File: config.mk
export PLATFORM = sky130hd
export DESIGN_NAME = sdram_rdata_16b
export DESIGN_NICKNAME = d
export VERILOG_FILES = /design/src/rtl/sdram_rdata_16b.sv
export SDC_FILE = /design/constraint.sdc
export NUM_CORES = 1
export LEC_CHECK = 0
export CAP_MARGIN = 20
export CORE_ASPECT_RATIO = 0.6
export CORE_UTILIZATION = 47
export DETAILED_ROUTE_END_ITERATION = 12
export PLACE_DENSITY = 0.85
export SLEW_MARGIN = 10
export SYNTH_ARGS = -nofsm -noshare
export SYNTH_HDL_FRONTEND = slang
export SYNTH_SLANG_ARGS = --single-unit
File: constraint.sdc
create_clock -name clk -period 1.9 [get_ports clk]
set_clock_uncertainty 0.2 [all_clocks]
set_input_delay 0.38 -clock clk [delete_from_list [all_inputs] [get_ports clk]]
set_output_delay 0.38 -clock clk [all_outputs]
set_load 0.005 [all_outputs]
File: src/rtl/sdram_rdata_16b.sv
// Read-return path: tracks READ commands per bank and steers the returning burst words back to the issuing bank.
// Latency: word 0 is sampled CAS_LAT+IO_DLY edges after issue and presented in the following cycle.
// Backpressure: none; SDRAM data cannot be stalled, so consumers must accept whatever rd_valid marks.
module sdram_rdata_16b #(
    parameter int CAS_LAT   = 2,
    parameter int IO_DLY    = 2,
    parameter int BURST_LEN = 2
) (
    input  logic        clk,
    input  logic        rst_n,
    input  logic [3:0]  rd_issue,
    input  logic        rd_flush,
    input  logic [15:0] sdram_dq_i,
    output logic [15:0] rd_data,
    output logic [3:0]  rd_valid,
    output logic        rd_first,
    output logic        rd_last,
    output logic [2:0]  rd_widx,
    output logic        rd_ovl
);

    localparam int         LAT      = CAS_LAT + IO_DLY;
    localparam logic [2:0] LAST_IDX = 3'(BURST_LEN - 1);

    typedef enum logic {
        S_IDLE,
        S_BURST
    } state_t;

    state_t     state_q, state_d;
    logic [3:0] tag_q, tag_d;
    logic [2:0] cnt_q, cnt_d;
    logic       ovl_d;

    logic [3:0] tag_pipe [LAT];
    logic [3:0] issue_one;
    logic       issue_multi;
    logic [3:0] tag_emerge;

    // Only the lowest requesting bank is tracked; extra bits are a protocol error.
    assign issue_one   = rd_issue & (~rd_issue + 4'd1);
    assign issue_multi = (rd_issue & (rd_issue - 4'd1)) != 4'd0;
    assign tag_emerge  = tag_pipe[LAT-1];

    always_ff @(posedge clk or negedge rst_n) begin
        if (!rst_n) begin
            for (int i = 0; i < LAT; i++) begin
                tag_pipe[i] <= 4'd0;
            end
        end else begin
            tag_pipe[0] <= rd_flush ? 4'd0 : issue_one;
            for (int i = 1; i < LAT; i++) begin
                tag_pipe[i] <= rd_flush ? 4'd0 : tag_pipe[i-1];
            end
        end
    end

    always_comb begin
        state_d = state_q;
        tag_d   = tag_q;
        cnt_d   = cnt_q;
        ovl_d   = rd_ovl | (issue_multi & ~rd_flush);
        if (rd_flush) begin
            state_d = S_IDLE;
            tag_d   = 4'd0;
            cnt_d   = 3'd0;
        end else begin
            case (state_q)
                S_IDLE: begin
                    if (tag_emerge != 4'd0) begin
                        state_d = S_BURST;
                        tag_d   = tag_emerge;
                        cnt_d   = 3'd0;
                    end
                end
                S_BURST: begin
                    if (tag_emerge != 4'd0) begin
                        // A new burst always wins; cutting the old one short is an error.
                        if (cnt_q != LAST_IDX) begin
                            ovl_d = 1'b1;
                        end
                        tag_d = tag_emerge;
                        cnt_d = 3'd0;
                    end else if (cnt_q == LAST_IDX) begin
                        state_d = S_IDLE;
                        tag_d   = 4'd0;
                        cnt_d   = 3'd0;
                    end else begin
                        cnt_d = cnt_q + 3'd1;
                    end
                end
                default: begin
                    state_d = S_IDLE;
                    tag_d   = 4'd0;
                    cnt_d   = 3'd0;
                end
            endcase
        end
    end

    always_ff @(posedge clk or negedge rst_n) begin
        if (!rst_n) begin
            state_q <= S_IDLE;
            tag_q   <= 4'd0;
            cnt_q   <= 3'd0;
            rd_ovl  <= 1'b0;
            rd_data <= 16'd0;
        end else begin
            state_q <= state_d;
            tag_q   <= tag_d;
            cnt_q   <= cnt_d;
            rd_ovl  <= ovl_d;
            rd_data <= sdram_dq_i;
        end
    end

    always_comb begin
        rd_valid = 4'd0;
        rd_first = 1'b0;
        rd_last  = 1'b0;
        rd_widx  = 3'd0;
        if (state_q == S_BURST) begin
            rd_valid = tag_q;
            rd_first = (cnt_q == 3'd0);
            rd_last  = (cnt_q == LAST_IDX);
            rd_widx  = cnt_q;
        end
    end

endmodule
# Word-level counts from Yosys, hierarchy flattened
# Cells that the tools add are included.
# word_totals
reg_bits	41
latch_bits	0
mem_bits_rw	0
mem_bits_ro	0
in_bits	23
output_inout_bits	26
wordCells	54
n_memories	0
# op_classes
addsub	3
multipliers	0
div_mod_pow	0
order_cmp	0
n_eq_ne	4
n_shift	0
muxes	27
n_bitwise	7
reduce_logical	4
# op_table
op	n
$mux W4	9
$mux W3	5
$mux W1	10
$and A4 B4 Y4	2
$pmux W4 S2	1
$reduce_bool A4 Y1	2
$pmux W3 S2	1
$add A4 B1 Y4 const B	1
$ne A4 B2 Y1 const B	1
$not A4 Y4	1
$sub A4 B1 Y4 const B	1
$add A3 B1 Y3 const B	1
$eq A3 B1 Y1 const B	1
$logic_not A3 Y1	1
$ne A3 B1 Y1 const B	1
$ne A3 B3 Y1 const B	1
$not A1 Y1	2
$pmux W1 S2	1
$reduce_and A2 Y1	1
$and A1 B1 Y1	1
$or A1 B1 Y1	1

# Logic depth before layout (Yosys ltp)
# depth
depth_word	9
ltp_mapped	4
depth_no_buf	3

# Worst setup path after synthesis
# Ideal clock, no wire load.
# synth_timing
path_kind	flip-flop to output port
from	register cnt_q[0]
to	output port rd_first
arrival_time_ns	0.812
required_time_ns	1.320
setup_slack_ns	0.508
stages_incl_launch_ff	3
n_path_buf	1
path_cell_list	dfrtp_1 -> buf_2 -> nor4b_1
# synth_via
elab_chain_cells	2
# synth_lines
item	line_no	source
start, declared	32	logic [2:0] cnt_q, cnt_d;
start signal, assigned	111	cnt_q <= cnt_d;
$logic_not A3 Y1	124	rd_first = (cnt_q == 3'd0);
$mux W1	122	if (state_q == S_BURST) begin
end, declared	16	output logic rd_first,
# Every way passes these cells.

# Worst setup path after layout
# layout_timing
from	register cnt_q[1]
to	output port rd_first
# The elaborated chain is that of the path after synthesis.

==> flow_summary_export.csv <==
group,metric,value,unit
run_status,status,"finished clean",
setup_path,r2r_slack,0.25,ns
drt,wl_per_cell,14.3,µm
setup_path,crit_fanout,3,
sta,fmax,543,MHz
grt,grt_pass1_wl,4.75,mm
sta,slew_violations,0,
synthesis,syn_area,1390,µm²
worst_hold_path,min_from,"tag_pipe[6]$_DFF_PN0_",
power_and_ir_drop,p_int,1.51,mW
drt,drtIter0Drc,39,
synthesis,syn-instance-count,99,
cells_and_area,drive_above_1_share,18.6,%
synthesis,ys_types,25,
synthesis,synth_fp_nets,122,
clock_tree,cts_tree,"yes",
setup_path,cp-start-kind,"flop",
sta,slew_headroom,65.5,%
die,initial_core_util,52.6,%
drt,final_antenna_net_count,0,
power_and_ir_drop,p_sw,0.354,mW
setup_path,critical_path_class,"reg2out",
setup_path,cp_slowest_cell,"dfrtp_1",
power_and_ir_drop,power_frac_clock,43.4,%
job,max_cap_violations,0,
synthesis,synth_warnings,0,
placed_design,port_buffers,48,
die,core,2650,µm²
drt,vias,974,
clock_tree,path_clk_slew,0.08,ns
setup_path,cp-end-kind,"primary output",
clock_tree,numCtsBuffers,5,
placed_design,dp_cells,189,
power_and_ir_drop,p_leak,1.03,nW
setup_path,path_delay_family,"flip-flops",
die,die_h,44.2,µm
clock_tree,cts_root_buf,"clkbuf_8",
setup_path,max_stage_delay,0.40,ns
synthesis,ys_seq_area_share,73.7,%
clock_tree,clkSinkCount,41,
grt,grtUsageTotal,21.0,%
setup_path,required,1.32,ns
die,rows,14,
cells_and_area,final_area,2160,µm²
synthesis,syn_avg_cell_area,14.1,µm²
grt,antenna_found_initial,0,
clock_tree,h-tree-depth,2,
sta,tightest_slew,0.513,ns
setup_path,critPathBufInv,2,
power_and_ir_drop,combPwrFrac,8.0,%
worst_hold_path,hold_path_class,"reg2reg",
clock_tree,clock_latency,0.29,ns
drt,vias_per_cell,4.71,
grt,grt_pass1_vias,988,
placed_design,hpwl,1.85,mm
drt,wl,2.96,mm
clock_tree,clock_path_buffers,2,
setup_path,critPathArrivalTime,1.26,ns
setup_path,worstReg2RegStart,"cnt_q[1]$_DFFE_PN0P_",
sta,timing.final.hold_violations,0,
setup_path,rr_endpoint,"rd_ovl$_DFF_PN0_",
grt,grt-ovfl-total,0,
grt,grt_max_degree,42,
placed_design,place_area,1950,µm²
die,die-width,72.3,µm
drt,first_pass_iters,4,
setup_path,worstPathCellList,"buf_4 -> nor4b_2 -> buf_2",
die,dieArea,3190,µm²
cells_and_area,fillers,156,
drt,drc_errors,0,
power_and_ir_drop,pwr-share-seq,48.6,%
sta,finalCriticalPeriod,1.84,ns
cells_and_area,nNetsFinal,189,
worst_hold_path,min_to,"tag_emerge[2]$_DFF_PN0_",
worst_hold_path,min_path_cells,1,
power_and_ir_drop,ir_drop,0.000589,V
sta,finalCritPeriodShare,97.0,%
die,pin_count,49,
setup_path,ff2ff_path_depth,5,
cells_and_area,fin_util,81.6,%
cells_and_area,n_antenna_cell,0,
power_and_ir_drop,power-per-cell-area,864,nW/µm²
synthesis,ys_ff_latch,41,
cells_and_area,syn_to_final_growth,55.0,%
power_and_ir_drop,p_sw_share,19.0,%
sta,setup_viol,0,
cells_and_area,fin_cells,207,
placed_design,place.gp.congestion,0.723,
-- kinds of logic (layout without fill, tap and decap cells) --
family	Yosys count	count (layout)	synth area share [%]
flops	41	41	73.7
simple gates	37	37	17.3
compound gates	9	9	4.49
buf+inv	9	77	2.61
xor+xnor	2	2	1.26
fa+ha+maj	1	1	0.719
-- routing by layer --
metal / track usage, % / share of wire (%) / vias up
met5: 0 / 0 / -
met4: 9.02 / 2.8 / 0
met3: 7.52 / 5.1 / 8
met2: 34.8 / 50 / 38
met1: 25.5 / 42 / 472
li1: - / - / 456
-- timing repair --
action / CTS / global route
buffers inserted: 8 / 1
hold buffers: 1 / 0
gates resized for setup: 15 / 4
pin swaps: 0 / 1
hold endpoints to repair: 41 / 0
endpoints found under the setup margin: 9 / 3
-- stage by stage --
stage,hold WS (ns),worst slack [ns],total power [mW],setup TNS [ns]
detailed placement,0.251,0.0141,1.06,0
CTS,0.269,0.000568,1.88,0
finish,0.267,0.0571,1.87,0
global placement,0.244,0.112,1.06,0
floorplan,-0.116,0.508,0.953,0
global route,0.276,-0.00438,1.94,-0.00438
-- power by group through the flow --
stage	sequential (mW)	combinational, mW	clock (mW)
floorplan	0.925	0.0278	0
global route	0.909	0.162	0.867
global placement	0.923	0.136	0
CTS	0.906	0.151	0.824
detailed placement	0.924	0.141	0
finish	0.907	0.149	0.810
-- placed cells by master, fill, tap and decap left out, types with 2 or more instances in the layout --
master	n
a31oi_1	4
and2_1	6
buf_2	2
buf_4	12
buf_6	3
bufinv_16	2
clkbuf_8	5
clkdlybuf4s50_1	38
dfrtp_1	41
dlygate4sd2_1	7
inv_1	5
nand2_2	2
nor2_1	6
nor2b_1	13
nor3b_1	2
-- layout make-up --
cell class	count	area (µm²)	share of cell area (%)
multi-input cells	49	339	15.7
clock buffers	5	68.8	3.19
inverters	5	18.8	0.870
well taps	40	50.0	2.32
flip-flops and latches	41	1030	47.5
clock inverters	3	65.1	3.01
repair buffers	64	591	27.4
-- how the worst max path moves through the flow --
stage	start	end	slack, ns	cells past startpoint
floorplan	cnt_q[0]$_DFFE_PN0P_	rd_first	0.51	2
global placement	rd_issue[1]	rd_ovl$_DFF_PN0_	0.11	4
detailed placement	rd_issue[0]	rd_ovl$_DFF_PN0_	0.01	4
CTS	state_q$_DFF_PN0_	rd_widx[0]	0.0006	5
global route	state_q$_DFF_PN0_	rd_last	-0.004	4
finish	cnt_q[1]$_DFFE_PN0P_	rd_first	0.06	3
-- synth_stat cells, drive strengths merged --
master | number | area share [%]
maj3 | 1 | 0.72
nand4b | 1 | 0.63
and2 | 6 | 2.7
buf | 2 | 0.72
o31ai | 1 | 0.54
o311ai | 1 | 0.63
nor4b | 2 | 1.3
xnor2 | 1 | 0.63
inv | 5 | 1.3
xor2 | 1 | 0.63
nand4bb | 1 | 0.81
nand3 | 1 | 0.36
o211ai | 1 | 0.54
nor2b | 13 | 5.8
nor3b | 2 | 1.1
or3 | 1 | 0.45
a21oi | 2 | 0.99
a31oi | 4 | 1.8
nand2 | 3 | 0.99
clkbuf | 2 | 0.54
nor4 | 1 | 1.5
dfrtp | 41 | 74
nor2 | 6 | 1.6
-- state kept, by name (all words and copies together), names as in the netlist --
name,count
tag_pipe,12
tag_emerge,4
rd_ovl,1
rd_data,16
state_q,1
tag_q,4
cnt_q,3
Note: power is estimated with default switching activity, not from simulation.
